## config.mk

```make
export PLATFORM = sky130hd
export DESIGN_NAME = sd_spi_responder
export DESIGN_NICKNAME = d
export VERILOG_FILES = /design/src/rtl/sd_spi_pkg.sv /design/src/rtl/spi_byte_slave.sv /design/src/rtl/sd_spi_responder.sv
export SDC_FILE = /design/constraint.sdc
export NUM_CORES = 1
export LEC_CHECK = 0
export CORE_MARGIN = 5
export CORE_UTILIZATION = 45
export DETAILED_ROUTE_END_ITERATION = 6
export GPL_TIMING_DRIVEN = 0
export PLACE_DENSITY = 0.62
export SYNTH_ARGS = -nofsm -noshare
export SYNTH_HDL_FRONTEND = slang
export SYNTH_HIERARCHICAL = 1
export SYNTH_SLANG_ARGS = --single-unit
export TNS_END_PERCENT = 1
```

## constraint.sdc

```tcl
create_clock -name clk -period 3.4 [get_ports clk]
set_clock_uncertainty 0.05 [all_clocks]
set_input_delay 0.68 -clock clk [delete_from_list [all_inputs] [get_ports clk]]
set_output_delay 0.68 -clock clk [all_outputs]
set_load 0.005 [all_outputs]
```

## src/rtl/sd_spi_pkg.sv

```systemverilog
// SD/SPI responder shared definitions: command indices, token values, FSM state encoding.
// Latency: n/a (package only).
// Backpressure: n/a.
package sd_spi_pkg;

    localparam logic [5:0] CMD0  = 6'd0;
    localparam logic [5:0] CMD8  = 6'd8;
    localparam logic [5:0] CMD16 = 6'd16;
    localparam logic [5:0] CMD17 = 6'd17;
    localparam logic [5:0] CMD24 = 6'd24;
    localparam logic [5:0] CMD41 = 6'd41;
    localparam logic [5:0] CMD55 = 6'd55;

    localparam logic [7:0] TOKEN_START = 8'hFE;
    localparam logic [7:0] DRESP_OK    = 8'h05;
    localparam logic [7:0] BYTE_FILL   = 8'hFF;

    // Bit position of the illegal-command flag inside R1
    localparam int R1_ILLEGAL = 2;

    typedef enum logic [3:0] {
        ST_IDLE, ST_CMD, ST_NCR, ST_RESP,
        ST_RD_NAC, ST_RD_TOKEN, ST_RD_DATA, ST_RD_CRC,
        ST_WR_TOKEN, ST_WR_DATA, ST_WR_CRC, ST_WR_DRESP, ST_WR_BUSY
    } state_t;

    function automatic logic [7:0] r1_byte(input logic illegal, input logic idle);
        logic [7:0] r;
        r = 8'h00;
        r[R1_ILLEGAL] = illegal;
        r[0] = idle;
        return r;
    endfunction

endpackage

```

## src/rtl/spi_byte_slave.sv

```systemverilog
// SPI mode-0 byte engine: synchronises cs/sclk/mosi, shifts rx on sclk rise, tx on sclk fall.
// Latency: rx_vld_o ~3 clk after the 8th sclk rise; tx_byte_i is loaded one clk after rx_vld_o or cs fall.
// Backpressure: none; the consumer must present tx_byte_i by the cycle byte_start_o is high.
// Ports: cs_i/sclk_i/mosi_i async SPI inputs, miso_o SPI output, cs_n_o synchronised chip select,
//        rx_byte_o/rx_vld_o received byte strobe, byte_start_o tx load point, tx_byte_i next byte to send.
module spi_byte_slave (
    input  logic       clk,
    input  logic       rst_n,
    input  logic       cs_i,
    input  logic       sclk_i,
    input  logic       mosi_i,
    input  logic [7:0] tx_byte_i,
    output logic       miso_o,
    output logic       cs_n_o,
    output logic [7:0] rx_byte_o,
    output logic       rx_vld_o,
    output logic       byte_start_o
);
    logic       cs_meta_q, cs_q, cs_prev_q;
    logic       sclk_meta_q, sclk_q, sclk_prev_q;
    logic       mosi_meta_q, mosi_q;
    logic [2:0] bit_cnt_q;
    logic [6:0] rx_sr_q;
    logic [7:0] tx_sr_q;
    logic [7:0] rx_byte_q;
    logic       rx_vld_q, byte_start_q;

    logic sclk_rise, sclk_fall, cs_fall;
    assign sclk_rise = sclk_q & ~sclk_prev_q;
    assign sclk_fall = ~sclk_q & sclk_prev_q;
    assign cs_fall   = cs_prev_q & ~cs_q;

    always_ff @(posedge clk or negedge rst_n) begin
        if (!rst_n) begin
            cs_meta_q    <= 1'b1;
            cs_q         <= 1'b1;
            cs_prev_q    <= 1'b1;
            sclk_meta_q  <= 1'b0;
            sclk_q       <= 1'b0;
            sclk_prev_q  <= 1'b0;
            mosi_meta_q  <= 1'b1;
            mosi_q       <= 1'b1;
            bit_cnt_q    <= 3'd0;
            rx_sr_q      <= 7'd0;
            tx_sr_q      <= 8'hFF;
            rx_byte_q    <= 8'h00;
            rx_vld_q     <= 1'b0;
            byte_start_q <= 1'b0;
        end else begin
            cs_meta_q   <= cs_i;
            cs_q        <= cs_meta_q;
            cs_prev_q   <= cs_q;
            sclk_meta_q <= sclk_i;
            sclk_q      <= sclk_meta_q;
            sclk_prev_q <= sclk_q;
            mosi_meta_q <= mosi_i;
            mosi_q      <= mosi_meta_q;
            if (cs_q) begin
                bit_cnt_q    <= 3'd0;
                tx_sr_q      <= 8'hFF;
                rx_vld_q     <= 1'b0;
                byte_start_q <= 1'b0;
            end else begin
                rx_vld_q     <= 1'b0;
                byte_start_q <= rx_vld_q | cs_fall;
                if (sclk_rise) begin
                    rx_sr_q   <= {rx_sr_q[5:0], mosi_q};
                    bit_cnt_q <= bit_cnt_q + 3'd1;
                    if (bit_cnt_q == 3'd7) begin
                        rx_byte_q <= {rx_sr_q, mosi_q};
                        rx_vld_q  <= 1'b1;
                    end
                end
                // No shift on the fall that closes a byte: the next byte is loaded instead
                if (byte_start_q)
                    tx_sr_q <= tx_byte_i;
                else if (sclk_fall && bit_cnt_q != 3'd0)
                    tx_sr_q <= {tx_sr_q[6:0], 1'b1};
            end
        end
    end

    assign miso_o       = cs_q ? 1'b1 : tx_sr_q[7];
    assign cs_n_o       = cs_q;
    assign rx_byte_o    = rx_byte_q;
    assign rx_vld_o     = rx_vld_q;
    assign byte_start_o = byte_start_q;
endmodule

```

## src/rtl/sd_spi_responder.sv

```systemverilog
// SPI-mode SD card responder: decodes commands, returns R1/R7, serves CMD17 reads and CMD24 writes.
// Latency: R1 after NCR_BYTES fill bytes; read data fetched one byte ahead of transmission.
// Backpressure: none; the SPI master paces everything, memory port must answer the clk after mem_rd_o.
// Ports: clk/rst_n, SPI cs/sclk/mosi/miso, byte-wide memory port mem_*, ready_o init done, busy_o transfer active.
module sd_spi_responder
    import sd_spi_pkg::*;
#(
    parameter int INIT_POLLS = 2,
    parameter int NCR_BYTES  = 1,
    parameter int NAC_BYTES  = 2,
    parameter int BUSY_BYTES = 4
) (
    input  logic        clk,
    input  logic        rst_n,
    input  logic        cs,
    input  logic        sclk,
    input  logic        mosi,
    output logic        miso,
    output logic [31:0] mem_blk_o,
    output logic [8:0]  mem_off_o,
    output logic        mem_rd_o,
    input  logic [7:0]  mem_rdata_i,
    output logic        mem_wr_o,
    output logic [7:0]  mem_wdata_o,
    output logic        ready_o,
    output logic        busy_o
);
    localparam logic [7:0] NCR_LAST  = 8'(NCR_BYTES - 1);
    localparam logic [7:0] NAC_LAST  = 8'(NAC_BYTES - 1);
    localparam logic [7:0] BUSY_LAST = 8'(BUSY_BYTES - 1);
    localparam logic [7:0] POLL_LIM  = 8'(INIT_POLLS);
    localparam logic [9:0] OFF_LAST  = 10'd511;

    logic       cs_n_s, rx_vld, byte_start;
    logic [7:0] rx_byte;

    state_t      state_q, after_q;
    logic [7:0]  tx_q, cnt_q, acnt_q, rd_buf_q;
    logic [5:0]  idx_q;
    logic [31:0] arg_q, resp_q;
    logic [2:0]  resp_left_q;
    logic [9:0]  off_q;
    logic        app_q, ready_q, busy_q, rd_pend_q;
    logic [31:0] mem_blk_q;
    logic [8:0]  mem_off_q;
    logic        mem_rd_q, mem_wr_q;
    logic [7:0]  mem_wdata_q;

    spi_byte_slave u_byte (
        .clk          (clk),
        .rst_n        (rst_n),
        .cs_i         (cs),
        .sclk_i       (sclk),
        .mosi_i       (mosi),
        .tx_byte_i    (tx_q),
        .miso_o       (miso),
        .cs_n_o       (cs_n_s),
        .rx_byte_o    (rx_byte),
        .rx_vld_o     (rx_vld),
        .byte_start_o (byte_start)
    );

    // Response and side effects for the latched command, applied when NCR ends
    logic [7:0]  r1_d;
    logic [31:0] rest_d;
    logic [2:0]  rest_n_d;
    state_t      after_d;
    logic        accept_d, clr_init_d, poll_inc_d, set_ready_d;

    always_comb begin
        r1_d        = r1_byte(1'b1, ~ready_q);
        rest_d      = 32'd0;
        rest_n_d    = 3'd0;
        after_d     = ST_IDLE;
        accept_d    = 1'b0;
        clr_init_d  = 1'b0;
        poll_inc_d  = 1'b0;
        set_ready_d = 1'b0;
        case (idx_q)
            CMD0: begin
                r1_d       = 8'h01;
                clr_init_d = 1'b1;
            end
            CMD8: begin
                r1_d     = 8'h01;
                rest_d   = {8'h00, 8'h00, 8'h01, arg_q[7:0]};
                rest_n_d = 3'd4;
            end
            CMD16, CMD55: r1_d = r1_byte(1'b0, ~ready_q);
            CMD41: begin
                if (app_q) begin
                    if (acnt_q < POLL_LIM) begin
                        r1_d       = 8'h01;
                        poll_inc_d = 1'b1;
                    end else begin
                        r1_d        = 8'h00;
                        set_ready_d = 1'b1;
                    end
                end
            end
            CMD17, CMD24: begin
                if (ready_q) begin
                    r1_d     = 8'h00;
                    accept_d = 1'b1;
                    after_d  = (idx_q == CMD17) ? ST_RD_NAC : ST_WR_TOKEN;
                end else begin
                    r1_d = r1_byte(1'b1, 1'b1);
                end
            end
            default: ;
        endcase
    end

    always_ff @(posedge clk or negedge rst_n) begin
        if (!rst_n) begin
            state_q     <= ST_IDLE;
            after_q     <= ST_IDLE;
            tx_q        <= BYTE_FILL;
            cnt_q       <= 8'd0;
            acnt_q      <= 8'd0;
            rd_buf_q    <= 8'h00;
            idx_q       <= 6'd0;
            arg_q       <= 32'd0;
            resp_q      <= 32'd0;
            resp_left_q <= 3'd0;
            off_q       <= 10'd0;
            app_q       <= 1'b0;
            ready_q     <= 1'b0;
            busy_q      <= 1'b0;
            rd_pend_q   <= 1'b0;
            mem_blk_q   <= 32'd0;
            mem_off_q   <= 9'd0;
            mem_rd_q    <= 1'b0;
            mem_wr_q    <= 1'b0;
            mem_wdata_q <= 8'h00;
        end else begin
            mem_rd_q  <= 1'b0;
            mem_wr_q  <= 1'b0;
            rd_pend_q <= mem_rd_q;
            if (rd_pend_q)
                rd_buf_q <= mem_rdata_i;
            if (cs_n_s) begin
                state_q <= ST_IDLE;
                tx_q    <= BYTE_FILL;
                busy_q  <= 1'b0;
            end else begin
                // Fetch one byte ahead so rd_buf_q is ready at the next byte boundary
                if (byte_start) begin
                    if (state_q == ST_RD_TOKEN) begin
                        mem_rd_q  <= 1'b1;
                        mem_off_q <= 9'd0;
                    end else if (state_q == ST_RD_DATA && off_q != OFF_LAST) begin
                        mem_rd_q  <= 1'b1;
                        mem_off_q <= off_q[8:0] + 9'd1;
                    end
                end
                if (rx_vld) begin
                    tx_q <= BYTE_FILL;
                    case (state_q)
                        ST_IDLE: begin
                            if (rx_byte[7:6] == 2'b01) begin
                                idx_q   <= rx_byte[5:0];
                                cnt_q   <= 8'd0;
                                state_q <= ST_CMD;
                            end
                        end
                        ST_CMD: begin
                            if (cnt_q == 8'd4) begin
                                cnt_q   <= 8'd0;
                                state_q <= ST_NCR;
                            end else begin
                                arg_q <= {arg_q[23:0], rx_byte};
                                cnt_q <= cnt_q + 8'd1;
                            end
                        end
                        ST_NCR: begin
                            if (cnt_q == NCR_LAST) begin
                                state_q     <= ST_RESP;
                                tx_q        <= r1_d;
                                resp_q      <= rest_d;
                                resp_left_q <= rest_n_d;
                                after_q     <= after_d;
                                app_q       <= (idx_q == CMD55);
                                cnt_q       <= 8'd0;
                                if (clr_init_d) begin
                                    ready_q <= 1'b0;
                                    acnt_q  <= 8'd0;
                                end
                                if (poll_inc_d)
                                    acnt_q <= acnt_q + 8'd1;
                                if (set_ready_d)
                                    ready_q <= 1'b1;
                                if (accept_d) begin
                                    busy_q    <= 1'b1;
                                    mem_blk_q <= arg_q;
                                end
                            end else begin
                                cnt_q <= cnt_q + 8'd1;
                            end
                        end
                        ST_RESP: begin
                            if (resp_left_q != 3'd0) begin
                                tx_q        <= resp_q[31:24];
                                resp_q      <= {resp_q[23:0], 8'h00};
                                resp_left_q <= resp_left_q - 3'd1;
                            end else begin
                                state_q <= after_q;
                                cnt_q   <= 8'd0;
                                off_q   <= 10'd0;
                            end
                        end
                        ST_RD_NAC: begin
                            if (cnt_q == NAC_LAST) begin
                                state_q <= ST_RD_TOKEN;
                                tx_q    <= TOKEN_START;
                            end else begin
                                cnt_q <= cnt_q + 8'd1;
                            end
                        end
                        ST_RD_TOKEN: begin
                            state_q <= ST_RD_DATA;
                            tx_q    <= rd_buf_q;
                            off_q   <= 10'd0;
                        end
                        ST_RD_DATA: begin
                            if (off_q == OFF_LAST) begin
                                state_q <= ST_RD_CRC;
                                cnt_q   <= 8'd0;
                            end else begin
                                off_q <= off_q + 10'd1;
                                tx_q  <= rd_buf_q;
                            end
                        end
                        ST_RD_CRC: begin
                            if (cnt_q == 8'd1) begin
                                state_q <= ST_IDLE;
                                busy_q  <= 1'b0;
                            end else begin
                                cnt_q <= cnt_q + 8'd1;
                            end
                        end
                        ST_WR_TOKEN: begin
                            if (rx_byte == TOKEN_START) begin
                                state_q <= ST_WR_DATA;
                                off_q   <= 10'd0;
                            end else if (rx_byte != BYTE_FILL) begin
                                state_q <= ST_IDLE;
                                busy_q  <= 1'b0;
                            end
                        end
                        ST_WR_DATA: begin
                            mem_wr_q    <= 1'b1;
                            mem_wdata_q <= rx_byte;
                            mem_off_q   <= off_q[8:0];
                            if (off_q == OFF_LAST) begin
                                state_q <= ST_WR_CRC;
                                cnt_q   <= 8'd0;
                            end else begin
                                off_q <= off_q + 10'd1;
                            end
                        end
                        ST_WR_CRC: begin
                            if (cnt_q == 8'd1) begin
                                state_q <= ST_WR_DRESP;
                                tx_q    <= DRESP_OK;
                            end else begin
                                cnt_q <= cnt_q + 8'd1;
                            end
                        end
                        ST_WR_DRESP: begin
                            state_q <= ST_WR_BUSY;
                            tx_q    <= 8'h00;
                            cnt_q   <= 8'd0;
                        end
                        ST_WR_BUSY: begin
                            if (cnt_q == BUSY_LAST) begin
                                state_q <= ST_IDLE;
                                busy_q  <= 1'b0;
                            end else begin
                                cnt_q <= cnt_q + 8'd1;
                                tx_q  <= 8'h00;
                            end
                        end
                        default: state_q <= ST_IDLE;
                    endcase
                end
            end
        end
    end

    assign mem_blk_o   = mem_blk_q;
    assign mem_off_o   = mem_off_q;
    assign mem_rd_o    = mem_rd_q;
    assign mem_wr_o    = mem_wr_q;
    assign mem_wdata_o = mem_wdata_q;
    assign ready_o     = ready_q;
    assign busy_o      = busy_q;
endmodule

```

==> run metrics <==
crit path from=state_q[0]; sequential area share after synthesis=0.5514; largest family of logic cells by synthesized area=multiplexers; placed cell area=0.01071 mm2; synthesized area=0.009669 mm2; initial antenna violation count=0; critical path arrival=3.59 ns; outcome=complete, no violations; startpoint types=flop; cells after synthesis=831; mux cell area share after synthesis=0.1361; Critical Path End=arg_q[23]; post-synthesis compound-gate area fraction=0.1250; Routed Antenna Nets=0; fin crit period=3.230 ns; CP endpoint kind=flop; Synth Flop Type=dfrtp_1; detailed-route via count=6738; Avg Cell Area, Syn=11.64 um2; ys async rst share=1.000; Root Buffer=clkbuf_16; Remaining DRCs=0; worst r2r dst=arg_q[23]; power per cell area=464.2 mW/mm2; number of synthesis warnings=6; crit share post-route=0.9499; number of global-route vias before repair=6809; # rows=53; Critical Path RT=3.76 ns; count of cell types in the netlist=78; Area growth syn-to-layout=19.10%; Reg2Reg Setup Slack=0.17 ns; XOR/XNOR Fraction of Synth Area=0.009964; Final setup viols=0; postcts setup bufs=0; Synth Area in Simple Gates=0.1329; VDD IR max=0.0003472 V; Max Slew Vio Count=0; Total Routing Usage GR=0.1807; worst-path fanout max=10; adder-cell share of the synthesized area=0.01294; Initial DRT Pass Iterations=5; register bit count reported by yosys=212; Final Core Density=0.5461; total CTS buffers=24; RSZ-0062 raised after global routing=true; Antenna Diode Count=0; clk_lat worst skew=0.53 ns; 1st-iter DRT viols=498; Vias/cell=5.546; Max Buffers Root-to-Sink=3; global route overflow=0; Initial Util=0.4585; share of cells above drive strength 1=0.2043; die width=156.6 um; Slew @ Worst Pin=0.9875 ns; Ports=67; floorplan core area=0.02109 mm2; pin count of the biggest net entering global routing=126; CTS Sinks=212; Post-DP HPWL=14800 um; first-pass GRT wire length=36490 um; CTS tree=done; worst r2r src=state_q[0]; critical path class=reg -> reg; Max-Cap Viols=0; Post-synth EDFFs=0; Die ar.=0.02452 mm2; H-tree depth=1; leakage power figure=0.005030 uW; number of port buffers=66; HP Class=in -> async; Nets=947; design area=0.01152 mm2; syn nets=854; count of final hold-check violations=0; max_slew headroom=0.3366; worst reg2reg path depth=7; routability cong.=0.8752; Die Ht=156.6 um; Max Freq=309.6 MHz; final wirelength=21650 um; wire per inst=17.82 um; Clock transition at path regs=0.06 ns
## layer usage
layer,track usage,share of wire,up-vias
li1,-,-,3217
met1,0.2670,0.49,3348
met2,0.2815,0.45,141
met3,0.02710,0.039,32
met4,0.04545,0.022,0
met5,0,0,-
## how the worst min path moves through the flow
stage | from | to | cells past startpoint
floorplan | u_byte/sclk_meta_q | u_byte/sclk_q | 0
global route | rst_n | mem_off_o[0] | 1
finish | rst_n | mem_off_o[0] | 1
CTS | rst_n | off_q[5] | 1
detailed placement | u_byte/sclk_meta_q | u_byte/sclk_q | 0
global placement | u_byte/sclk_meta_q | u_byte/sclk_q | 0
## worst max-delay path: stages, from the launching register on
cell and delay, ns:
dfrtp_1 0.43, clkbuf_1 0.38, clkinv_1 0.39, nor2_1 0.22, nand2_1 0.08, a31oi_1 0.55
clkbuf_1 0.60, mux2_2 0.41
## cells by family (layout without fill, tap and decap cells)
family                   after synthesis  count (layout)
XOR/XNOR                              11              11
AO/OA/AOI/OAI                        173             173
multiplexers                         115             115
adder cells (fa/ha/maj)               10              10
buffers and inverters                 68             177
flip-flops                           212             212
AND/OR/NAND/NOR                      242             242
## area by class of cell
| class | instances | area, um2 |
|---|---|---|
| repair buffers | 67 | 693.2 |
| well taps | 275 | 344.1 |
| inverters | 20 | 75.07 |
| fillers | 1873 | 9572 |
| clock buffers | 32 | 670.6 |
| plain buffers | 48 | 232.7 |
| multi-input cells | 551 | 4031 |
| clock inverters | 10 | 137.6 |
| flip-flops and latches | 212 | 5331 |
## sequential cells by signal, indices dropped and copies added (netlist names), 4 cells and up
signal and flops:
acnt_q 8, arg_q 32, cnt_q 8, idx_q 6, mem_blk_o 32, mem_off_o 9
mem_wdata_o 8, off_q 10, rd_buf_q 8, resp_q 32, state_q 4, tx_q 8
u_byte/rx_byte_o 8, u_byte/rx_sr_q 7, u_byte/tx_sr_q 8
## cell usage after synthesis (all sizes together), types with 6 or more instances
library cell / number / area (um2)
dfstp: 21 / 551.8
mux2i: 7 / 70.07
a211o: 11 / 100.1
mux2: 108 / 1246
a31oi: 12 / 75.07
a22o: 14 / 122.6
xor2: 6 / 52.55
buf: 14 / 103.8
a21oi: 12 / 60.06
o21ai: 57 / 285.3
inv: 18 / 67.56
nor2b: 16 / 100.1
nand3: 17 / 85.08
ha: 10 / 125.1
clkbuf: 34 / 127.6
o2bb2ai: 12 / 105.1
nor3: 11 / 55.05
nand4: 10 / 62.56
dfrtp: 191 / 4780
nand2b: 7 / 43.79
nor2: 37 / 138.9
nand2: 83 / 311.6
or2: 6 / 37.54
and2: 10 / 65.07
o211ai: 8 / 60.06
a22oi: 10 / 75.07
## cells in the final DEF (no fill, tap or decap), types with 8 or more instances in the layout
cell	n
dfrtp_1	191
mux2_2	90
nand2_1	83
clkdlybuf4s50_1	65
o21ai_0	56
clkbuf_1	37
nor2_1	37
clkbuf_16	24
dfstp_2	21
inv_1	18
nand3_1	17
nor2b_1	16
a22o_1	14
a21oi_1	12
a31oi_1	12
o2bb2ai_1	12
nor3_1	11
nand4_1	10
a22oi_1	10
ha_1	10
mux2_1	10
and2_1	8
a211o_1	8
o211ai_1	8
mux2_4	8
## repair_timing
item / 4_1_cts / 5_1_grt
hold buffers: 0 / 0
hold endpoints to repair: 0 / 0
endpoints found under the setup margin: 0 / 20
gates resized for setup: 0 / 2
## per-stage QoR
stage / instances / TNS (ns) / total power (uW) / hold slack, ns / worst slack (ns)
final: 1215 / 0 / 5345 / 0.09929 / 0.1703
after global routing: 1215 / -0.4702 / 5554 / 0.1504 / -0.06264
after CTS: 1215 / 0 / 5424 / 0.1316 / 0.08573
after detailed placement: 1173 / 0 / 2810 / 0.2885 / 0.08032
after global placement: 1172 / -1524.49 / 2803 / 0.2838 / -7.498
after floorplan: 831 / 0 / 2716 / 0.2812 / 0.6983
## where the power goes
part           leakage (uW)  switching [uW]  internal [uW]
clock              0.000395            1030           1550
sequential          0.00287            33.1           2580
combinational       0.00176            84.3           63.3
(Power assumes the default switching activity.)
